## src/rtl/uart_cpld_controller.sv

```systemverilog
// rtl/uart_cpld_controller.sv - CPU-bus bridge to the CPLD UART: DATA/STATUS registers with timed rdn/wrn strobes.
module uart_cpld_controller #(
    parameter int PULSE_CYCLES = 2,
    parameter int SETUP_CYCLES = 1
) (
    input  logic        clk,
    input  logic        rst,
    input  logic        read_op,
    input  logic        write_op,
    input  logic [31:0] bus_addr,
    input  logic [31:0] bus_data_write,
    output logic [31:0] bus_data_read,
    output logic        bus_stall,
    output logic        uart_rdn,
    output logic        uart_wrn,
    input  logic        uart_dataready,
    input  logic        uart_tbre,
    input  logic        uart_tsre,
    input  logic [7:0]  uart_data_i,
    output logic [7:0]  uart_data_o,
    output logic        uart_data_oe,
    output logic        uart_active
);

    localparam logic [3:0] PULSE_LOAD = 4'(PULSE_CYCLES - 1);
    localparam logic [3:0] SETUP_LOAD = 4'(SETUP_CYCLES - 1);

    typedef enum logic [2:0] {
        IDLE, RD_PULSE, WR_SETUP, WR_PULSE, WR_HOLD, WR_WAIT, DONE
    } state_t;

    state_t      r_state;
    logic [3:0]  r_cnt;
    logic [7:0]  r_rx_byte;
    logic [7:0]  r_tx_byte;
    logic        r_is_read;

    state_t      w_state_next;
    logic [3:0]  w_cnt_next;
    logic        w_is_data;
    logic        w_tx_ready;
    logic        w_start_rd;
    logic        w_start_wr;
    logic        w_capture;
    logic        w_stall;
    logic        w_rdn;
    logic        w_wrn;
    logic        w_oe;
    logic        w_active;
    logic [31:0] w_data_read;
    logic        w_unused_bits;

    assign w_is_data     = ~bus_addr[2];
    assign w_tx_ready    = uart_tbre & uart_tsre & (r_state == IDLE);
    assign w_unused_bits = ^{bus_addr[31:3], bus_addr[1:0], bus_data_write[31:8]};

    always_comb begin
        w_state_next = r_state;
        w_cnt_next   = r_cnt;
        w_start_rd   = 1'b0;
        w_start_wr   = 1'b0;
        w_capture    = 1'b0;
        w_stall      = 1'b0;
        w_rdn        = 1'b1;
        w_wrn        = 1'b1;
        w_oe         = 1'b0;
        w_active     = (r_state != IDLE);
        w_data_read  = 32'h0000_0000;
        case (r_state)
            IDLE: begin
                // Write wins when both ops are raised together.
                if (write_op) begin
                    w_active = w_is_data;
                    if (w_is_data) begin
                        w_stall      = 1'b1;
                        w_start_wr   = 1'b1;
                        w_state_next = WR_SETUP;
                        w_cnt_next   = SETUP_LOAD;
                    end
                end else if (read_op) begin
                    w_active = w_is_data;
                    if (!w_is_data) begin
                        w_data_read = {30'b0, uart_dataready, w_tx_ready};
                    end else if (uart_dataready) begin
                        w_stall      = 1'b1;
                        w_start_rd   = 1'b1;
                        w_state_next = RD_PULSE;
                        w_cnt_next   = PULSE_LOAD;
                    end
                end
            end
            RD_PULSE: begin
                w_stall = 1'b1;
                w_rdn   = 1'b0;
                if (r_cnt == 4'd0) begin
                    w_capture    = 1'b1;
                    w_state_next = DONE;
                end else begin
                    w_cnt_next = r_cnt - 4'd1;
                end
            end
            WR_SETUP: begin
                w_stall = 1'b1;
                w_oe    = 1'b1;
                if (r_cnt == 4'd0) begin
                    w_state_next = WR_PULSE;
                    w_cnt_next   = PULSE_LOAD;
                end else begin
                    w_cnt_next = r_cnt - 4'd1;
                end
            end
            WR_PULSE: begin
                w_stall = 1'b1;
                w_oe    = 1'b1;
                w_wrn   = 1'b0;
                if (r_cnt == 4'd0) begin
                    w_state_next = WR_HOLD;
                end else begin
                    w_cnt_next = r_cnt - 4'd1;
                end
            end
            WR_HOLD: begin
                w_stall      = 1'b1;
                w_oe         = 1'b1;
                w_state_next = WR_WAIT;
            end
            WR_WAIT: begin
                w_stall = 1'b1;
                if (uart_tbre && uart_tsre) begin
                    w_state_next = DONE;
                end
            end
            DONE: begin
                w_data_read  = r_is_read ? {24'b0, r_rx_byte} : 32'h0000_0000;
                w_state_next = IDLE;
            end
            default: w_state_next = IDLE;
        endcase
    end

    always_ff @(posedge clk) begin
        if (rst) begin
            r_state   <= IDLE;
            r_cnt     <= 4'd0;
            r_rx_byte <= 8'h00;
            r_tx_byte <= 8'h00;
            r_is_read <= 1'b0;
        end else begin
            r_state <= w_state_next;
            r_cnt   <= w_cnt_next;
            if (w_start_wr) begin
                r_tx_byte <= bus_data_write[7:0];
                r_is_read <= 1'b0;
            end
            if (w_start_rd) begin
                r_is_read <= 1'b1;
            end
            if (w_capture) begin
                r_rx_byte <= uart_data_i;
            end
        end
    end

    assign bus_stall     = w_stall;
    assign bus_data_read = w_data_read;
    assign uart_rdn      = w_rdn;
    assign uart_wrn      = w_wrn;
    assign uart_data_oe  = w_oe;
    assign uart_data_o   = r_tx_byte;
    assign uart_active   = w_active;

endmodule

```

## config.mk

```make
export PLATFORM = sky130hd
export DESIGN_NAME = uart_cpld_controller
export DESIGN_NICKNAME = d
export VERILOG_FILES = /design/src/rtl/uart_cpld_controller.sv
export SDC_FILE = /design/constraint.sdc
export NUM_CORES = 1
export LEC_CHECK = 0
export BUFFER_PORTS_ARGS = -buffer_cell sky130_fd_sc_hd__buf_2
export CORE_MARGIN = 5
export CORE_UTILIZATION = 41
export DETAILED_ROUTE_END_ITERATION = 6
export PLACE_DENSITY_LB_ADDON = 0.1
export SYNTH_ARGS = -nofsm -noshare
export SYNTH_HDL_FRONTEND = slang
export SYNTH_SLANG_ARGS = --single-unit
```

## constraint.sdc

```tcl
create_clock -name clk -period 3.6 [get_ports clk]
set_clock_uncertainty 0.15 [all_clocks]
set_input_delay 0.72 -clock clk [delete_from_list [all_inputs] [get_ports clk]]
set_output_delay 0.72 -clock clk [all_outputs]
set_load 0.01 [all_outputs]
```

==> summary.txt, run 1 <==
Worst setup path
  – Worst path arrival time: 1.82 ns
  – Critical Path End Type: output pin
  – Critical Path RT: 2.73 ns
  – CP Launch Type: register
  – Worst path cell trace: nor2b_1 -> and3_1 -> a22o_1 -> buf_2
  – CP max-delay cell: dfxtp_1
  – Critical path class: register to output pin
  – Critical-path maximum fanout: 16
  – Max incr delay on CP: around 0.64 ns

Placement
  – RePlAce Congestion: 0.798
  – IO Port Bufs: 44
  – HPWL after DPL: roughly 2300 um

Synth
  – Number of synthesized register bits: 24
  – Cell Area, Synth: 1420 um2
  – Post-synth ARST share: 0
  – Leading area contributor after synthesis: dfxtp_1
  – Ys Warns: 0
  – Synth unique cells: 38
  – Sequential-to-total area share from yosys stat: 0.338
  – Ys flop type: dfxtp_1
  – Top post-synthesis cells by area: dfxtp_1 (34%), buf_4 (13%), mux2i_1 (13%), nor2_1 (7.1%), and2_1 (2.6%)
  – Number of enable flip-flop cells after synthesis: 0
  – Gate count of the mapped netlist: 165
  – Syn avg cell area: 8.61 um2
  – Yosys top cell area share: 0.338

Global routing
  – GRT busiest layer: met2
  – GR Util met1: 0.148
  – GRT Overall Usage: 0.125
  – First-pass GRT wire length: 4490 um
  – GR Util met3: 0.0421
  – GR Overflow Total: 0
  – GR Util met2: 0.210
  – Vias in the first global route: 1050
  – Initial antenna violation count: 0
  – Largest net degree at the start of global routing: 25

CTS
  – CTS tree: built
  – Post-CTS Hold Fix Bufs: 0
  – Clk root buf: clkbuf_4
  – TritonCTS buffer count: 3
  – Max Root-Sink Buffers: 2
  – Clk slew on worst S/H paths: about 0.14 ns
  – Post-CTS sizing: 0
  – H-tree levels: 1
  – Post-CTS setup buffer count: 0
  – Num Clock Sinks: 24
  – Worst-skew pair later-pin latency: 0.31 ns

Power and ir drop
  – Max rail drop VDD: around 0.00037 V
  – Pwr dens: 675 nW/um2
  – Total power: 1.09 mW
  – Lkg Pwr: 0.864 nW

Timing
  – Setup TNS: 0 ns
  – Fin Hold WS: 0.350 ns
  – Tcrit/Tclk final: 0.746
  – RSZ-0062 raised after global routing: false
  – Max Fclk: around 370 MHz
  – Worst-margin pin slew: 0.564 ns
  – Final worst path period need: 2.69 ns
  – Slew Limit Fails: 0
  – Slew HR: 0.623
  – Final hold vios: 0
  – # setup viols final: 0

Final layout
  – # fillers: 346
  – Layout Nets: 284
  – Ant diodes: 0
  – Area Growth Syn to Fin: 13.7%
  – Share of cells above drive strength 1: 0.256

Drt
  – Antenna viol nets, final: 0
  – Vias post-DR: between 1k and 1.5k
  – DR iter-0 viols: 61
  – Total wire length: a little under 3000 um
  – DRC: 0
  – Drt wl/cell: 11.8 um
  – Vias per Instance: 4.61
  – Router iterations before antenna repair: 4

Floorplan
  – Core Area: 3340 um2
  – Rows: 21
  – Die H: approximately 69 um
  – Die width: 68.9 um
  – Die Area: 4740 um2
  – IO Pins: around 120
  – Initial Util: 0.426

Run
  – Max cap viols: 0

Status
  – Status: finished clean

Worst hold path
  – Min-Delay Path Class: register to register
## routing by layer
layer	vias up	wire length, um
met1	516	1240
met4	0	19
li1	588	-
met5	-	0
met3	2	279
met2	42	1410
## placed cells by master, fill, tap and decap left out, types with 2 or more instances in the layout
cell,instances
clkbuf_4,3
nor4_1,2
inv_1,4
mux2i_1,18
a31oi_1,3
nand3b_1,3
nor2_1,27
nor2b_1,3
nand2_1,3
dfxtp_1,24
nand2b_1,4
conb_1,24
o21ai_0,3
a21oi_1,6
and2_1,6
and3_1,2
buf_2,44
nor3_1,5
## per-stage QoR
| step | setup slack (ns) | std cells | util | cell area, um2 |
|---|---|---|---|---|
| after floorplan | 1.37 | 188 | - | 1510 |
| after global placement | 1.10 | 245 | 0.468 | 1560 |
| after detailed placement | 1.09 | 245 | 0.468 | 1560 |
| after CTS | 0.894 | 249 | 0.484 | 1620 |
| after global routing | 0.759 | 249 | 0.484 | 1620 |
| final | 0.915 | 249 | 0.484 | 1620 |
## where the power goes
part           switching (mW)  leakage [nW]  internal (mW)  total, mW
clock                  0.0832        0.0279          0.113      0.196
combinational           0.255         0.641          0.237      0.492
sequential             0.0803         0.195          0.322      0.403
total                   0.419         0.864          0.672       1.09
## final timing paths
| path | startpoint | endpoint | slack (ns) | depth (start not counted) |
|---|---|---|---|---|
| setup reg to reg | r_cnt[0] | r_rx_byte[6] | 1.56 | 6 |
| hold / removal | r_rx_byte[7] | r_rx_byte[7] | 0.35 | 2 |
| setup / recovery | r_state[1] | bus_data_read[0] | 0.91 | 4 |
| hold reg to reg | r_rx_byte[7] | r_rx_byte[7] | 0.35 | 2 |
## state kept, by name (all words and copies together), names as in the netlist
signal       count
uart_data_o      8
r_is_read        1
r_state          3
r_rx_byte        8
r_cnt            4
## cells in the mapped netlist (all sizes together), types with 2 or more instances
cell type and instances:
nand2 3, clkbuf 6, inv 4, nor3b 2, o21ai 3, and2 6, a21oi 6, nor2 27
nor2b 3, and3 2, dfxtp 24, buf 27, a31oi 3, nand2b 4, nor3 5, mux2i 18
nor4 2, nand3b 3
## cell type report
type / instances / area, um2 / share of cell area
Inverter: 4 / 15.0 / 0.00930
Tap cell: 46 / 57.6 / 0.0356
Clock inverter: 1 / 30.0 / 0.0186
Clock buffer: 3 / 22.5 / 0.0139
Sequential cell: 24 / 480 / 0.297
Multi-Input combinational cell: 127 / 790 / 0.489
Timing Repair Buffer: 44 / 220 / 0.136
## worst max-delay path: cells and delay by family, from the launching register on
kind / cells / cell delay (ns)
simple gates: 2 / 0.54
compound gates: 1 / 0.19
flops: 1 / 0.64
buf+inv: 1 / 0.12
## cells by family after synthesis
kind of cell	after synthesis	share of synthesized area
AND/OR/NAND/NOR	63	0.242
buffers and inverters	37	0.167
flip-flops	24	0.338
AO/OA/AOI/OAI	20	0.107
multiplexers	19	0.135
adder cells (fa/ha/maj)	1	0.00881
other	1	0.00264
(Power assumes the default switching activity.)
==> run 2: changes to the inputs <==
--- a/config.mk
+++ b/config.mk
@@ -7,7 +7,7 @@
 export LEC_CHECK = 0
 export BUFFER_PORTS_ARGS = -buffer_cell sky130_fd_sc_hd__buf_2
 export CORE_MARGIN = 5
-export CORE_UTILIZATION = 41
+export CORE_UTILIZATION = 34
 export DETAILED_ROUTE_END_ITERATION = 6
 export PLACE_DENSITY_LB_ADDON = 0.1
 export SYNTH_ARGS = -nofsm -noshare
==> constraint.sdc (replaced) <==
create_clock -name clk -period 2.2 [get_ports clk]
set_clock_uncertainty 0.15 [all_clocks]
set_input_delay 0.44 -clock clk [delete_from_list [all_inputs] [get_ports clk]]
set_output_delay 0.44 -clock clk [all_outputs]
set_load 0.01 [all_outputs]
==> summary.txt, run 2 (same netlist as run 1, synthesis figures left out) <==
Status
  – Status: finished clean

Drt
  – Vias post-DR: 1194
  – Vias per Instance: roughly 4.6
  – Antenna viol nets, final: 0
  – Total wire length: 3370 um
  – DR iter-0 viols: between 60 and 70
  – Drt wl/cell: 13.1 um
  – DRC: 0
  – Router iterations before antenna repair: 4

Power and ir drop
  – Max rail drop VDD: approximately 0.00032 V
  – Pwr dens: 1100 nW/um2
  – Lkg Pwr: 0.883 nW

Global routing
  – GRT busiest layer: met2
  – First-pass GRT wire length: 5280 um
  – GR Util met1: 0.154
  – GR Util met3: 0.0307
  – GR Overflow Total: 0
  – Initial antenna violation count: 0
  – GRT Overall Usage: 0.119
  – Vias in the first global route: 1170
  – GR Util met2: 0.198
  – Largest net degree at the start of global routing: 25

Placement
  – DP Cell Count: 254
  – HPWL after DPL: 2550 um
  – IO Port Bufs: 44
  – Placed Instance Area: 1610 um2
  – RePlAce Congestion: 0.736
  – Place WS: 0.241 ns

Final layout
  – Fin area: approximately 1700 um2
  – Area Growth Syn to Fin: 16.7%
  – Seq. cell area: 483 um2
  – Non-Filler Instances: 257
  – Most frequent cells in the layout: buf_2 (44), nor2_1 (26), conb_1 (24)
  – # fillers: 441
  – Share of cells above drive strength 1: 0.295
  – Most common cell after layout, fill and taps aside: buf_2
  – Area occupied by multi-input gates: 798 um2
  – Ant diodes: 0
  – Layout Nets: 289

Worst setup path
  – Max incr delay on CP: 0.49 ns
  – Worst path arrival time: 1.50 ns
  – CP Launch Type: register
  – Critical Path RT: 1.61 ns
  – CP max-delay cell: dfxtp_2
  – Worst path cell trace: nor2b_1 -> and3_2 -> a22o_1 -> buf_2
  – Critical-path maximum fanout: 14
  – Critical Path End Type: output pin
  – Critical path class: register to output pin

CTS
  – CTS tree: built
  – Worst-skew pair later-pin latency: 0.26 ns
  – Clk root buf: clkbuf_8
  – TritonCTS buffer count: 3
  – Post-CTS sizing: 2
  – Post-CTS setup buffer count: 0
  – Post-CTS Hold Fix Bufs: 0
  – H-tree levels: 1
  – Clk slew on worst S/H paths: 0.08 ns
  – Num Clock Sinks: 24
  – Max Root-Sink Buffers: 2

Timing
  – Max Fclk: 479 MHz
  – Final worst path period need: 2.09 ns
  – # setup viols final: 0
  – RSZ-0062 raised after global routing: false
  – Final hold vios: 0
  – Setup TNS: 0 ns
  – Setup ws final: 0.114 ns
  – Tcrit/Tclk final: 0.948
  – Slew Limit Fails: 0
  – Fin Hold WS: 0.252 ns

Worst hold path
  – Min-Delay Path Class: input pin to register

Floorplan
  – Die width: 74.6 um
  – Die H: 74.6 um
  – Initial Util: 0.352
  – Core Area: 4030 um2
  – Die Area: 5570 um2
  – IO Pins: between 100 and 150
  – Rows: 23

Run
  – Max cap viols: 0
## run 2: cell types whose count changed in the layout (fill, tap and decap cells not counted)
| cell | delta |
|---|---|
| and3_1 | -1 |
| and3_2 | +1 |
| buf_4 | +5 |
| bufinv_16 | -1 |
| clkbuf_4 | -3 |
| clkbuf_8 | +3 |
| dfxtp_1 | -2 |
| dfxtp_2 | +2 |
| nor2_1 | -1 |
| nor2_2 | +1 |
| nor3_1 | -1 |
| nor3_2 | +1 |
## run 2: cell type report
class                   instances  share of cell area
well taps                      50              0.0377
flip-flops and latches         24               0.291
inverters                       4             0.00906
clock buffers                   3              0.0249
multi-input cells             127               0.482
repair buffers                 49               0.155
## run 2: where the power goes
| part | internal, mW | total (mW) | switching [mW] |
|---|---|---|---|
| Sequential | 0.531 | 0.639 | 0.107 |
| Clock | 0.122 | 0.258 | 0.135 |
| Combinational | 0.442 | 0.924 | 0.481 |
## run 2: stage by stage
stage,power [mW],util
6_report,1.82,0.411
5_1_grt,1.98,0.411
4_1_cts,1.83,0.409
3_5_place_dp,1.55,0.398
3_3_place_gp,1.53,0.398
2_1_floorplan,1.33,-
## run 2: metal layers
| layer | routed length (um) | part of all wire |
|---|---|---|
| met1 | 1510 | 0.45 |
| met2 | 1610 | 0.48 |
| met3 | 227 | 0.067 |
| met4 | 19 | 0.0056 |
| met5 | 0 | 0 |
## run 2: final timing paths
kind             startpoint                to  slack, ns  depth (start not counted)
max              r_state[0]  bus_data_read[0]       0.11                          4
min          uart_data_i[0]      r_rx_byte[0]       0.25                          3
max reg2reg        r_cnt[0]          r_cnt[1]       0.39                          6
min reg2reg    r_rx_byte[6]      r_rx_byte[6]       0.35                          2
## run 2: worst max-delay path, delay by kind of cell (launching register included)
family | cells | cell delay, ns
AOI/OAI and AO/OA | 1 | 0.23
buffers and inverters | 1 | 0.14
DFF | 1 | 0.49
and+or+nand+nor | 2 | 0.38
==> run 3: changes to the inputs <==
--- a/config.mk
+++ b/config.mk
@@ -7,7 +7,8 @@
 export LEC_CHECK = 0
 export BUFFER_PORTS_ARGS = -buffer_cell sky130_fd_sc_hd__buf_2
 export CORE_MARGIN = 5
-export CORE_UTILIZATION = 34
+export CORE_UTILIZATION = 35
+export CTS_BUF_LIST = sky130_fd_sc_hd__clkbuf_4 sky130_fd_sc_hd__clkbuf_8
 export DETAILED_ROUTE_END_ITERATION = 6
 export PLACE_DENSITY_LB_ADDON = 0.1
 export SYNTH_ARGS = -nofsm -noshare
==> summary.txt, run 3 (same netlist as run 1, synthesis figures left out) <==
Status
  – Status: finished clean

Worst setup path
  – Critical Path End Type: output pin
  – Worst r2r dst: r_cnt[1]
  – Critical path class: register to output pin
  – CP max-delay cell: dfxtp_2
  – CP startpoint: r_state[1]
  – Worst Path Buf+Inv: 1
  – Worst path depth: 4
  – Critical Path RT: between 1.5 and 2 ns
  – R2r setup slk: 0.40 ns
  – Critical-path maximum fanout: 11
  – FF-to-FF Start: r_cnt[0]
  – Max incr delay on CP: 0.45 ns
  – CP Launch Type: register
  – R2R cell count: 6
  – Worst path arrival time: approximately 1.5 ns
  – Worst path cell trace: nor2b_1 -> and3_2 -> a22o_1 -> buf_2
  – Crit path to: bus_data_read[0]
  – CP delay by family, top: simple AND/OR/NAND/NOR gates

Floorplan
  – Core Area: 3970 um2
  – Rows: 23
  – Initial Util: 0.358
  – Die Area: 5430 um2
  – Die width: 73.7 um
  – Die H: 73.7 um
  – IO Pins: 124

Timing
  – Tcrit/Tclk final: 0.935
  – Final worst path period need: 2.06 ns
  – Setup TNS: 0 ns
  – Worst-margin pin slew: 0.549 ns
  – Final hold vios: 0
  – Setup ws final: 0.144 ns
  – Max Fclk: 486 MHz
  – Slew HR: 0.633
  – Slew Limit Fails: 0
  – RSZ-0062 raised after global routing: false
  – # setup viols final: 0

Power and ir drop
  – Lkg Pwr: 0.893 nW
  – Max rail drop VDD: around 0.00037 V
  – Comb pwr share: 0.500
  – Pwr dens: approximately 1100 nW/um2
  – Clock share of power: 0.160
  – Int Pwr: 1.13 mW
  – Reg power frac: 0.340
  – Total net switching power: 0.721 mW
  – Sw frac: 0.390

Drt
  – Router iterations before antenna repair: 4
  – Total wire length: between 3000 and 4000 um
  – Antenna viol nets, final: 0
  – Drt wl/cell: 12.5 um
  – DRC: 0
  – Vias post-DR: ~1.2k
  – Vias per Instance: 4.61
  – DR iter-0 viols: 28

CTS
  – Num Clock Sinks: 24
  – Clk root buf: clkbuf_8
  – Clk slew on worst S/H paths: 0.08 ns
  – TritonCTS buffer count: 3
  – CTS tree: built
  – Post-CTS setup buffer count: 0
  – Max Root-Sink Buffers: 2
  – Worst-skew pair later-pin latency: 0.26 ns
  – H-tree levels: 1

Placement
  – RePlAce Congestion: 0.788
  – Place WS: 0.262 ns
  – IO Port Bufs: 44
  – HPWL after DPL: between 2000 and 3000 um
  – DP Cell Count: between 200 and 300

Final layout
  – Non-Filler Instances: 258
  – Fin util: 0.421
  – Ant diodes: 0
  – Most common cell after layout, fill and taps aside: buf_2
  – Layout Nets: slightly below 300
  – Share of cells above drive strength 1: 0.298
  – Area Growth Syn to Fin: 17.7%
  – Most frequent cells in the layout: buf_2 (44), nor2_1 (26), conb_1 (24)

Global routing
  – Initial antenna violation count: 0
  – First-pass GRT wire length: between 5000 and 6000 um
  – Largest net degree at the start of global routing: 25
  – GR Overflow Total: 0
  – Vias in the first global route: 1203
  – GRT Overall Usage: 0.127

Run
  – Max cap viols: 0

Worst hold path
  – Min-Delay Path Class: input pin to register
-- run 3: worst min-delay path by stage --
stage | start | endpoint | slack, ns | depth (start not counted)
finish | bus_data_write[4] | uart_data_o[4] | 0.25 | 3
CTS | uart_data_i[4] | r_rx_byte[4] | 0.25 | 3
detailed placement | r_rx_byte[7] | r_rx_byte[7] | 0.33 | 2
floorplan | r_cnt[0] | r_cnt[0] | 0.30 | 2
global placement | r_rx_byte[4] | r_rx_byte[4] | 0.32 | 2
global route | uart_data_i[2] | r_rx_byte[2] | 0.24 | 3
-- run 3: routing by layer --
layer  GRT usage  wire length (um)  vias to the layer above
li1            -                 -                      602
met1       0.157              1350                      544
met2       0.208              1590                       39
met3      0.0356               241                        4
met4      0.0483                40                        0
met5           0                 0                        -
-- run 3: layout make-up --
type	instances	area [um2]
tap	50	62.6
inverter	4	15.0
multi-input combinational	127	798
timing repair buffer	49	258
fill	412	2300
clock buffer	4	55.1
sequential	24	483
-- run 3: power by group through the flow --
stage	clock [mW]	combinational [mW]	sequential, mW
floorplan	0	0.735	0.599
global placement	0	0.886	0.625
finish	0.297	0.925	0.629
global route	0.334	1.04	0.651
detailed placement	0	0.922	0.628
CTS	0.308	0.926	0.622
-- run 3: stage by stage --
step                cell area, um2  power, mW  hold WS (ns)
floorplan                     1510       1.33         0.305
global placement              1610       1.51         0.316
detailed placement            1610       1.55         0.331
CTS                           1660       1.86         0.248
global route                  1670       2.02         0.242
finish                        1670       1.85         0.251
-- run 3: worst reg2reg max path, stage by stage, from the launching register on --
cell and delay [ns]:
dfxtp_1 0.35, inv_1 0.07, ha_1 0.24, nor4bb_2 0.20
a311oi_4 0.40, mux2i_1 0.23, nor2_1 0.05
-- run 3: what timing repair did --
action,CTS,global route
setup endpoints to repair,8,9
resized for setup,1,4
hold buffers,0,0
pin swaps,0,0
endpoints found under the hold margin,0,0
